==> src/rtl/output_buffer_reader_pkg.sv <==
// Shared systolic-array package: drain FSM state encoding and default output buffer geometry.
package output_buffer_reader_pkg;

  localparam int OBUF_DEPTH  = 16;
  localparam int OBUF_DATA_W = 32;

  typedef enum logic [1:0] {
    ST_IDLE = 2'd0,
    ST_WAIT = 2'd1,
    ST_SEND = 2'd2
  } obuf_state_t;

endpackage

==> src/rtl/output_buffer_reader_obuf_mem.sv <==
// Output buffer storage: DEPTH x DATA_W array with one write port, one registered read port
// and a per-entry valid bit (a write wins over a same-cycle clear of the same entry).
module obuf_mem
  import output_buffer_reader_pkg::*;
#(
  parameter int DEPTH  = OBUF_DEPTH,
  parameter int DATA_W = OBUF_DATA_W,
  localparam int AW    = $clog2(DEPTH)
) (
  input  logic              clk,
  input  logic              rst,
  input  logic              wr_en,
  input  logic [AW-1:0]     wr_addr,
  input  logic [DATA_W-1:0] wr_data,
  input  logic              clr_en,
  input  logic [AW-1:0]     clr_addr,
  input  logic              rd_en,
  input  logic [AW-1:0]     rd_addr,
  output logic [DATA_W-1:0] rd_data,
  output logic [DEPTH-1:0]  valid
);

  logic [DATA_W-1:0] mem [DEPTH];
  logic [DEPTH-1:0]  valid_reg;
  logic [DEPTH-1:0]  valid_next;

  // Payload array has no reset so it maps onto block RAM.
  always_ff @(posedge clk) begin
    if (wr_en) begin
      mem[wr_addr] <= wr_data;
    end
  end

  always_ff @(posedge clk or posedge rst) begin
    if (rst) begin
      rd_data <= '0;
    end else if (rd_en) begin
      rd_data <= mem[rd_addr];
    end
  end

  generate
    for (genvar gi = 0; gi < DEPTH; gi++) begin : g_valid
      assign valid_next[gi] = (wr_en && (wr_addr == AW'(gi))) ? 1'b1 :
                              (clr_en && (clr_addr == AW'(gi))) ? 1'b0 :
                              valid_reg[gi];
    end
  endgenerate

  always_ff @(posedge clk or posedge rst) begin
    if (rst) begin
      valid_reg <= '0;
    end else begin
      valid_reg <= valid_next;
    end
  end

  assign valid = valid_reg;

endmodule

==> src/rtl/output_buffer_reader.sv <==
// Drains accumulated results from the output buffer in index order over a valid/ready port.
// Optional feature macro: OBUF_OVERWRITE_DETECT_EN adds the sticky overwrite_err output.
module output_buffer_reader
  import output_buffer_reader_pkg::*;
#(
  parameter int DEPTH  = OBUF_DEPTH,
  parameter int DATA_W = OBUF_DATA_W,
  localparam int AW    = $clog2(DEPTH)
) (
  input  logic              clk,
  input  logic              rst,
  input  logic              wr_en,
  input  logic [AW-1:0]     wr_addr,
  input  logic [DATA_W-1:0] wr_data,
  input  logic              drain_start,
  input  logic [AW-1:0]     drain_count,
  output logic              out_valid,
  input  logic              out_ready,
  output logic [DATA_W-1:0] out_data,
  output logic [AW-1:0]     out_addr,
  output logic              busy,
  output logic              drain_done
`ifdef OBUF_OVERWRITE_DETECT_EN
  ,
  output logic              overwrite_err
`endif
);

  obuf_state_t   state_reg, state_next;
  logic [AW-1:0] rd_addr_reg, rd_addr_next;
  logic [AW:0]   remaining_reg, remaining_next;
  logic [AW-1:0] out_addr_reg, out_addr_next;
  logic          out_valid_reg, out_valid_next;
  logic          drain_done_reg, drain_done_next;
  logic          handshake;
  logic          load;
  logic [DEPTH-1:0] valid;

  assign handshake = (state_reg == ST_SEND) && out_valid_reg && out_ready;

  obuf_mem #(
    .DEPTH  (DEPTH),
    .DATA_W (DATA_W)
  ) u_mem (
    .clk      (clk),
    .rst      (rst),
    .wr_en    (wr_en),
    .wr_addr  (wr_addr),
    .wr_data  (wr_data),
    .clr_en   (handshake),
    .clr_addr (rd_addr_reg),
    .rd_en    (load),
    .rd_addr  (rd_addr_reg),
    .rd_data  (out_data),
    .valid    (valid)
  );

  always_ff @(posedge clk or posedge rst) begin
    if (rst) begin
      state_reg      <= ST_IDLE;
      rd_addr_reg    <= '0;
      remaining_reg  <= '0;
      out_addr_reg   <= '0;
      out_valid_reg  <= 1'b0;
      drain_done_reg <= 1'b0;
    end else begin
      state_reg      <= state_next;
      rd_addr_reg    <= rd_addr_next;
      remaining_reg  <= remaining_next;
      out_addr_reg   <= out_addr_next;
      out_valid_reg  <= out_valid_next;
      drain_done_reg <= drain_done_next;
    end
  end

  always_comb begin
    state_next      = state_reg;
    rd_addr_next    = rd_addr_reg;
    remaining_next  = remaining_reg;
    out_addr_next   = out_addr_reg;
    out_valid_next  = out_valid_reg;
    drain_done_next = 1'b0;
    load            = 1'b0;
    case (state_reg)
      ST_IDLE: begin
        if (drain_start) begin
          // A zero count requests a full-buffer drain.
          remaining_next = (drain_count == '0) ? (AW+1)'(DEPTH) : {1'b0, drain_count};
          rd_addr_next   = '0;
          state_next     = ST_WAIT;
        end
      end
      ST_WAIT: begin
        if (valid[rd_addr_reg]) begin
          load           = 1'b1;
          out_addr_next  = rd_addr_reg;
          out_valid_next = 1'b1;
          state_next     = ST_SEND;
        end
      end
      ST_SEND: begin
        if (handshake) begin
          out_valid_next = 1'b0;
          rd_addr_next   = rd_addr_reg + 1'b1;
          remaining_next = remaining_reg - 1'b1;
          if (remaining_reg == (AW+1)'(1)) begin
            drain_done_next = 1'b1;
            state_next      = ST_IDLE;
          end else begin
            state_next = ST_WAIT;
          end
        end
      end
      default: begin
        state_next = ST_IDLE;
      end
    endcase
  end

  assign out_valid  = out_valid_reg;
  assign out_addr   = out_addr_reg;
  assign busy       = (state_reg != ST_IDLE);
  assign drain_done = drain_done_reg;

`ifdef OBUF_OVERWRITE_DETECT_EN
  logic overwrite_err_reg;

  // An entry being cleared by the handshake this cycle is free to be rewritten.
  always_ff @(posedge clk or posedge rst) begin
    if (rst) begin
      overwrite_err_reg <= 1'b0;
    end else if (wr_en && valid[wr_addr] && !(handshake && (rd_addr_reg == wr_addr))) begin
      overwrite_err_reg <= 1'b1;
    end
  end

  assign overwrite_err = overwrite_err_reg;
`endif

endmodule

==> config.mk <==
export PLATFORM = sky130hd
export DESIGN_NAME = output_buffer_reader
export DESIGN_NICKNAME = d
export VERILOG_FILES = /design/src/rtl/output_buffer_reader_pkg.sv /design/src/rtl/output_buffer_reader_obuf_mem.sv /design/src/rtl/output_buffer_reader.sv
export SDC_FILE = /design/constraint.sdc
export NUM_CORES = 1
export LEC_CHECK = 0
export BUFFER_PORTS_ARGS = -buffer_cell sky130_fd_sc_hd__buf_4
export CAP_MARGIN = 20
export CORE_ASPECT_RATIO = 0.7
export CORE_MARGIN = 5
export CORE_UTILIZATION = 45
export CTS_CLUSTER_DIAMETER = 40
export DETAILED_ROUTE_END_ITERATION = 8
export PLACE_DENSITY = 0.7
export SLEW_MARGIN = 0
export SYNTH_ARGS = -nofsm -noshare
export SYNTH_HDL_FRONTEND = slang
export SYNTH_HIERARCHICAL = 1
export SYNTH_SLANG_ARGS = --single-unit
==> constraint.sdc <==
create_clock -name clk -period 3.2 [get_ports clk]
set_clock_uncertainty 0.05 [all_clocks]
set_input_delay 0.48 -clock clk [delete_from_list [all_inputs] [get_ports clk]]
set_output_delay 0.48 -clock clk [all_outputs]
set_load 0.02 [all_outputs]
==> results.sh <==
export IMPL_cts_buffers=53
export IMPL_grt_use_total_pct=17.21
export IMPL_die_h_um=196.5
export IMPL_clk_path_buf_depth=3
export IMPL_clock_sinks=577
export IMPL_htreeDepth=2
export IMPL_setup_violations_final=0
export IMPL_num_fill_cells=3786
export IMPL_required_ps=3610
export IMPL_synthFlopType="edfxtp_1"
export IMPL_synth_seq_cells=577
export IMPL_nNetsFinal=1199
export IMPL_synth_edf_count=512
export IMPL_cp_data_arrival_time_ps=3160
export IMPL_peakVddDrop_v=0.0005038
export IMPL_grt_first_pass_wirelength_mm=71.16
export IMPL_top_level_ports=84
export IMPL_tightest_slew_ps=970.3
export IMPL_synth_avg_cell_area_um2=21.58
export IMPL_drtPass1Iterations=5
export IMPL_fin_util_pct=52.17
export IMPL_synthMuxAreaShare_pct=14.91
export IMPL_cap_violations=0
export IMPL_place_area_um2=23940
export IMPL_dp_cells=1760
export IMPL_async_reset_ff_share_pct=11.27
export IMPL_wl_per_cell_um=25.36
export IMPL_synth_top_family_by_area="multiplexers"
export IMPL_r2r_end="u_mem/rd_data[26]"
export IMPL_cts_tree="yes"
export IMPL_vias=10640
export IMPL_synthXorXnorAreaFrac_pct=0.07835
export IMPL_syn_inst=1036
export IMPL_holdPathStages=2
export IMPL_largest_reg_flops=512
export IMPL_drtAntennaViolNets=0
export IMPL_yosysUniqueCellTypes=44
export IMPL_ys_warnings_count=6
export IMPL_postRouteWirelength_mm=47.21
export IMPL_start_util_pct=45.39
export IMPL_post_cts_setup_buffer_count=0
export IMPL_clkTransAtPathRegs_ps=60
export IMPL_die_x_um=276.4
export IMPL_grt_ovfl_total=0
export IMPL_place_hpwl_mm=25.22
export IMPL_portBuffers=83
export IMPL_worstRegToRegCells=8
export IMPL_period_needed_ps=2751
export IMPL_timing_reg2reg_setup_slack_ps=450
export IMPL_max_freq_mhz=363.5
export IMPL_ctsResizeCount=0
export IMPL_grt_max_degree=81
export IMPL_finish_instance_area_um2=25700
export IMPL_hold_viol_final=0
export IMPL_yosys_area_share_simple_pct=2.227
export IMPL_drive_above_1_share_pct=32.27
export IMPL_leakage_uw=0.008136
export IMPL_seq_area_frac_synth_pct=76.04
export IMPL_core_area_um2=49260
export IMPL_die_area_um2=54310
export IMPL_clkLatencyLatePin_ps=580
export IMPL_syn_nets=1084
export IMPL_drcViolationCount=0
export IMPL_cp_max_fo=21
export IMPL_grt_pass1_vias=10970
export IMPL_synth_fa_ha_area_share_pct=0.1679
export IMPL_fin_crit_sh_pct=85.97
export IMPL_drtIter0Drc=1033
export IMPL_synth_compound_area_share_pct=4.455
export IMPL_cts_root_buf="clkbuf_16"
export IMPL_rsz0062_at_grt="no"
export IMPL_start_kind="flop"
export IMPL_synthesis_area_um2=22360
export IMPL_area_growth_pct=14.96
export IMPL_vias_per_cell=5.715
export IMPL_r2r_start="rd_addr_reg[0]"
export IMPL_setup_tns_ps=0
export IMPL_hp_class="primary input to flop"
export IMPL_hold_end="rd_addr_reg[3]"
export IMPL_end_kind="flop"
export IMPL_hold_buffers=1
export IMPL_place_gp_congestion=0.7986
export IMPL_worstHoldStart="drain_start"
export IMPL_antenna_found_initial=2
export IMPL_maxSlewHeadroom_pct=35.31
export IMPL_powerDensity_nw_per_um2=708.3
export IMPL_critical_path_class="flop to flop"
export IMPL_num_rows=68
export IMPL_maxSlewViolCount=0
export IMPL_final_cells=1862
export IMPL_outcome="completed"
==> worst max path at each step <==
stage                              start  slack (ps)                end
after CTS                 rd_addr_reg[0]         430  u_mem/rd_data[26]
final                     rd_addr_reg[0]         450  u_mem/rd_data[26]
after global routing      rd_addr_reg[0]         330  u_mem/rd_data[26]
after detailed placement  rd_addr_reg[0]         460  u_mem/rd_data[26]
after floorplan               wr_addr[2]         360    u_mem/mem[1][0]
after global placement    rd_addr_reg[0]         550  u_mem/rd_data[13]
==> per-layer routing <==
metal | global-route usage (%) | up-vias | wire, µm
met5 | 0 | - | 7
li1 | - | 4556 | -
met4 | 3.032 | 2 | 622
met2 | 26.66 | 384 | 22080
met1 | 25.54 | 5639 | 20720
met3 | 4.417 | 61 | 3779
==> power by group <==
group | switching [µW] | internal (µW)
Clock | 2700 | 3620
Combinational | 1630 | 1260
Sequential | 328 | 8660
==> metrics by stage <==
stage | worst slack, ps | total power [µW] | hold slack [ps]
2_1_floorplan | 359.3 | 11010 | 356.1
3_3_place_gp | 546.3 | 12000 | 449.4
3_5_place_dp | 458.6 | 12080 | 446.3
4_1_cts | 434.2 | 18380 | 8.914
5_1_grt | 326.2 | 18970 | 20.59
6_report | 448.9 | 18200 | 31.50
==> final cells by class <==
cell class | instances | area (µm²) | area share [%]
diodes | 1 | 2.502 | 0.009736
clock inverters | 24 | 249.0 | 0.9687
multi-input cells | 394 | 5021 | 19.54
clock buffers | 76 | 1505 | 5.856
repair buffers | 115 | 1041 | 4.050
flip-flops and latches | 577 | 17010 | 66.19
well taps | 665 | 832.0 | 3.237
inverters | 10 | 38.79 | 0.1509
==> synthesized netlist by cell type, drive strengths merged (2+ instances only) <==
master	instances	area [µm²]
edfxtp	512	15370
mux4	130	2928
dfrtp	65	1627
nor2	51	191.4
buf	37	369.1
mux2i	36	360.4
o21ai	35	175.2
a221oi	34	441.7
o22ai	32	262.8
clkbuf	18	67.56
nand2b	13	88.83
inv	10	37.54
a21oi	9	45.04
nand2	9	33.78
nand3	6	30.03
nand3b	5	37.54
nor3	4	20.02
or2	4	25.02
ha	3	37.54
mux2	3	45.04
a21o	2	16.27
and2	2	12.51
nor2b	2	12.51
o22a	2	17.52
or3b	2	17.52
==> worst max-delay path, stage by stage, from the launching register on <==
cell      delay, ps
dfrtp_1         400
mux4_2          520
or2_1           250
a22oi_2         180
nand2b_4        210
clkinv_2         90
and2_2          350
buf_12          260
a221oi_1        320
==> cells by family (layout without fill, tap and decap cells) <==
group	after synthesis	in the layout
AO/OA/AOI/OAI	118	118
XOR/XNOR	2	2
adder cells (fa/ha/maj)	3	3
buffers and inverters	65	225
flip-flops	577	577
multiplexers	169	169
other	0	1
AND/OR/NAND/NOR	102	102
==> placed cells by master, fill, tap and decap left out, types with 6 or more instances in the layout <==
cell       count
mux4_2       130
clkbuf_1      16
a221oi_2      23
mux2i_1       36
o22ai_1       22
a221oi_1      11
nand2b_1      11
clkinv_1       7
buf_4        100
clkbuf_16     55
o22ai_2       10
buf_12        14
edfxtp_1     512
a21oi_1        9
clkinv_2       6
nor2_4        12
nand2_1        9
dfrtp_1       62
nor2_1        39
nand3_1        6
o21ai_0       35
inv_1          8
(Power assumes the default switching activity.)
